File: config.mk
export PLATFORM = sky130hd
export DESIGN_NAME = pipe_front_regs
export DESIGN_NICKNAME = d
export VERILOG_FILES = /design/src/rtl/pipe_front_regs.sv
export SDC_FILE = /design/constraint.sdc
export NUM_CORES = 1
export LEC_CHECK = 0
export ABC_CLOCK_PERIOD_IN_PS = 2100
export BUFFER_PORTS_ARGS = -buffer_cell sky130_fd_sc_hd__buf_2
export CAP_MARGIN = 20
export CORE_ASPECT_RATIO = 0.6
export CORE_MARGIN = 4
export CORE_UTILIZATION = 48
export CTS_CLUSTER_DIAMETER = 80
export DETAILED_ROUTE_END_ITERATION = 7
export PLACE_DENSITY = 0.91
export SETUP_SLACK_MARGIN = 0.3
export SLEW_MARGIN = 20
export SYNTH_ARGS = -nofsm -noshare
export SYNTH_HDL_FRONTEND = slang
export SYNTH_SLANG_ARGS = --single-unit
File: constraint.sdc
create_clock -name clk -period 2.1 [get_ports clk]
set_input_delay 0.315 -clock clk [delete_from_list [all_inputs] [get_ports clk]]
set_output_delay 0.315 -clock clk [all_outputs]
set_load 0.03 [all_outputs]
File: src/rtl/pipe_front_regs.sv
// Front-end pipeline registers (PC, IF/ID, ID/EX) executing hazard-unit stall/bubble/flush commands.
// Optional stall/bubble counters are enabled with `define PIPE_STALL_COUNT_EN.
module pipe_front_regs #(
  parameter int          PC_W      = 16,
  parameter logic [15:0] NOP_INSTR = 16'h0000,
  parameter int          CTRL_W    = 8
) (
  input  logic              clk,
  input  logic              rst,
  input  logic [15:0]       imem_instr,
  input  logic              pcCtrl,
  input  logic              bufferCtrl,
  input  logic              ctrlMux,
  input  logic              opCode_error,
  input  logic [CTRL_W-1:0] dec_ctrl,
  input  logic              branch_taken,
  input  logic [PC_W-1:0]   branch_target,
  output logic [PC_W-1:0]   pc,
  output logic [15:0]       IF_ID_instr,
  output logic [PC_W-1:0]   IF_ID_pc4,
  output logic [3:0]        ID_EX_Op1,
  output logic [3:0]        ID_EX_Op2,
  output logic [CTRL_W-1:0] ID_EX_ctrl,
  output logic              ID_EX_memRead,
`ifdef PIPE_STALL_COUNT_EN
  output logic [15:0]       stall_cnt,
  output logic [15:0]       bubble_cnt,
`endif
  output logic              halted
);

  typedef enum logic {RUN, HALT} state_t;
  state_t state, state_nxt;

  logic [PC_W-1:0]   pc_nxt, pc4_nxt, pc_inc;
  logic [15:0]       instr_nxt;
  logic [3:0]        op1_nxt, op2_nxt;
  logic [CTRL_W-1:0] ctrl_nxt;

  assign pc_inc        = pc + PC_W'(2);
  assign ID_EX_memRead = ID_EX_ctrl[0];
  assign halted        = (state == HALT);

  always_comb begin
    state_nxt = state;
    pc_nxt    = pc;
    instr_nxt = IF_ID_instr;
    pc4_nxt   = IF_ID_pc4;
    op1_nxt   = ID_EX_Op1;
    op2_nxt   = ID_EX_Op2;
    ctrl_nxt  = ID_EX_ctrl;
    case (state)
      RUN: begin
        if (branch_taken) begin
          // Flush wins over any stall request and squashes a pending opcode error.
          pc_nxt    = branch_target;
          instr_nxt = NOP_INSTR;
          pc4_nxt   = '0;
          op1_nxt   = '0;
          op2_nxt   = '0;
          ctrl_nxt  = '0;
        end else if (opCode_error) begin
          state_nxt = HALT;
          ctrl_nxt  = '0;
        end else begin
          if (pcCtrl) pc_nxt = pc_inc;
          if (bufferCtrl) begin
            instr_nxt = imem_instr;
            pc4_nxt   = pc_inc;
          end
          op1_nxt  = IF_ID_instr[11:8];
          op2_nxt  = IF_ID_instr[7:4];
          ctrl_nxt = ctrlMux ? '0 : dec_ctrl;
        end
      end
      HALT:    ctrl_nxt = '0;
      default: state_nxt = RUN;
    endcase
  end

  always_ff @(posedge clk) begin
    if (rst) begin
      state       <= RUN;
      pc          <= '0;
      IF_ID_instr <= NOP_INSTR;
      IF_ID_pc4   <= '0;
      ID_EX_Op1   <= '0;
      ID_EX_Op2   <= '0;
      ID_EX_ctrl  <= '0;
    end else begin
      state       <= state_nxt;
      pc          <= pc_nxt;
      IF_ID_instr <= instr_nxt;
      IF_ID_pc4   <= pc4_nxt;
      ID_EX_Op1   <= op1_nxt;
      ID_EX_Op2   <= op2_nxt;
      ID_EX_ctrl  <= ctrl_nxt;
    end
  end

`ifdef PIPE_STALL_COUNT_EN
  // Counters sample the command inputs of every RUN cycle and saturate.
  always_ff @(posedge clk) begin
    if (rst) begin
      stall_cnt  <= '0;
      bubble_cnt <= '0;
    end else if (state == RUN) begin
      if (!pcCtrl && stall_cnt != 16'hFFFF) stall_cnt <= stall_cnt + 16'd1;
      if ((ctrlMux || branch_taken) && bubble_cnt != 16'hFFFF) bubble_cnt <= bubble_cnt + 16'd1;
    end
  end
`endif

endmodule

==> impl_metrics.yaml <==
clock_network:
  h-tree-depth: 3
  cts.sinks: 65
  clock_latency_ns: 0.35
  cts_tree: "done"
  cts_root_buf: "clkbuf_8"
  path_clk_slew_ns: 0.08
  cts_buffers: 9
  cts_setup_buffers: 0
  cts_buffer_depth: 2
place:
  portBuffers: 112
  gp_congestion: 0.957
  dp_cells: 485
  dp_hpwl_mm: 5.87
die:
  ios: 113
  rows: 21
  core_um2: 5570
  dieArea_um2: 7060
  die_w_um: 106
  initial_utilization: 0.495
  die_h_um: 66.7
sta:
  max_freq_ghz: 0.577
  setup_violations: 0
  slew_violations: 0
  relSlewSlack: 0.597
  fin_tns_setup_ns: 0
  worst_pin_slew_ns: 0.601
  layout_min_cycle_time_ns: 1.73
  fin_skew_ns: 0.00972
  rsz0062_at_grt: "true"
  finalCritPeriodShare: 0.825
  final_hold_viol_count: 0
worst_setup_path:
  path_max_fanout: 8
  crit_start: "pc[4]"
  worstSetupEndpointType: "flip-flop"
  setup.reg_to_reg.worst_slack_ns: 0.37
  reg2regPathDepth: 4
  endpoint: "pc[12]"
  crit_arrival_ns: 1.95
  worst_setup_path_start_kind: "flip-flop"
  crit_type: "reg -> reg"
  r2r-end: "pc[12]"
  timing.rr.start: "pc[4]"
  cp.required_ns: 2.31
detailed_routing:
  antenna_left: 0
  drc: 0
  via_count: 2758
  wl_per_cell_um: 16.0
  drtPass1Iterations: 5
  viasPerCell: 5.50
  detail_route.iter0.violations: 165
  wirelength_mm: 8.03
synthesis:
  synth_warnings: 0
  async_flop_share: 0
  syn-num-nets: 356
  yosysTopAreaCellShare: 0.472
  ys_ff_latch: 65
  syn_inst: 308
  synth_largest_area_cell: "dfxtp_1"
  yosys-top-cells-area: "dfxtp_1 (47%), a22oi_1 (8.2%), nor2_1 (5.9%)"
  yosys.cell_types.count: 42
  synth.most_common_cell: "dfxtp_1"
  synth_seq_area_share: 0.472
  synthesis.area_um2: 2760
  synth_common_cells: "dfxtp_1 (65), nor2_1 (43), a22oi_1 (30)"
  synth_area_per_cell_um2: 8.95
  synth_edf_count: 0
  synth_ff_type: "dfxtp_1"
outcome:
  status: "finished clean"
power:
  p_per_area_nw_per_um2: 806
  leakagePower_nw: 1.66
  ir_drop_mv: 0.465
layout:
  final_cells: 501
  n_antenna_cell: 0
  nets: 464
  syn2layout_area_growth_pct: 31.9
  fillers: 493
  multi_input_area_um2: 1350
  seqCellArea_um2: 1300
  drive_gt1_frac: 0.359
worst_hold_path:
  hold_path.class: "in -> reg"
grt:
  grt_pass1_vias: 2461
  grt_first_pass_wirelength_mm: 12.5
  grt_max_degree: 40
  antenna_found_initial: 0
  grt_overflow_total: 0
  globalRouteTotalUtil: 0.225
job:
  maxCapViolCount: 0
[cells in the final DEF, fill, tap and decap left out, types with 3 or more instances in the layout]
cell	instances
xnor2_1	7
dfxtp_1	63
nor3_1	5
nand3_1	9
xor2_1	5
buf_4	10
o21ai_0	8
nand2_1	16
mux2i_1	5
nor2b_1	5
or3_1	3
a31oi_1	9
a22o_1	11
inv_1	4
nor2_1	43
buf_2	112
and2_1	11
nand4_1	5
a21o_1	3
nor4_1	3
a21oi_1	11
clkbuf_8	10
clkinv_4	3
a22oi_1	30
[worst max-delay path, stage by stage, from the launching register on]
cell and delay [ns]:
dfxtp_1 0.54, nand4_1 0.31, nor3_1 0.44, mux2i_1 0.23, a31oi_1 0.09
[cells by family (layout without fill, tap and decap cells)]
kind of cell             count (synthesis)  count (layout)  share of synthesized area
multiplexers                             5               5                     0.0182
AO/OA/AOI/OAI                           82              82                      0.211
flip-flops                              65              65                      0.472
adder cells (fa/ha/maj)                  1               1                    0.00454
buffers and inverters                   30             143                     0.0450
AND/OR/NAND/NOR                        113             113                      0.211
XOR/XNOR                                12              12                     0.0381
[how the worst min path moves through the flow]
stage            startpoint  depth (start not counted)             to  slack (ns)
2_1_floorplan   dec_ctrl[0]                          1  ID_EX_ctrl[0]        0.44
3_3_place_gp   IF_ID_pc4[3]                          2   IF_ID_pc4[3]        0.44
3_5_place_dp   IF_ID_pc4[3]                          2   IF_ID_pc4[3]        0.45
4_1_cts         dec_ctrl[5]                          2  ID_EX_ctrl[5]        0.15
5_1_grt         dec_ctrl[3]                          2  ID_EX_ctrl[3]        0.16
6_report        dec_ctrl[5]                          2  ID_EX_ctrl[5]        0.16
[stage by stage]
stage,hold WS [ns],setup slack (ns),instance area [µm²],power (mW),util
2_1_floorplan,0.437,0.317,2760,1.59,-
3_3_place_gp,0.441,0.373,3390,1.73,0.609
3_5_place_dp,0.447,0.296,3390,1.74,0.609
4_1_cts,0.154,0.307,3620,2.94,0.650
5_1_grt,0.160,0.272,3630,3.04,0.653
6_report,0.163,0.368,3630,2.93,0.653
[state kept, by name (all words and copies together) (netlist names)]
name         flops
ID_EX_Op1        4
ID_EX_Op2        4
ID_EX_ctrl       8
IF_ID_instr     16
IF_ID_pc4       16
halted           1
pc              16
[per-layer routing]
| metal | GRT usage | part of all wire |
|---|---|---|
| met5 | 0 | 0 |
| met4 | 0.0339 | 0.0055 |
| met3 | 0.0833 | 0.10 |
| met2 | 0.356 | 0.45 |
| met1 | 0.301 | 0.44 |
[layout make-up]
| class | count | share of cell area |
|---|---|---|
| Clock buffer | 10 | 0.0379 |
| Clock inverter | 6 | 0.0251 |
| Inverter | 5 | 0.00516 |
| Multi-Input combinational cell | 213 | 0.371 |
| Sequential cell | 65 | 0.359 |
| Tap cell | 80 | 0.0275 |
| Timing Repair Buffer | 122 | 0.175 |
[what timing repair did]
| item | in CTS | in global routing |
|---|---|---|
| hold buffers | 0 | 0 |
| endpoints found under the hold margin | 0 | 0 |
| setup endpoints to repair | 0 | 11 |
| resized for setup | 0 | 3 |
[report_power, final]
part,internal [mW],switching [mW]
Sequential,1.27,0.0523
Clock,0.704,0.502
Combinational,0.140,0.256
Total,2.12,0.811
(Power assumes the default switching activity.)
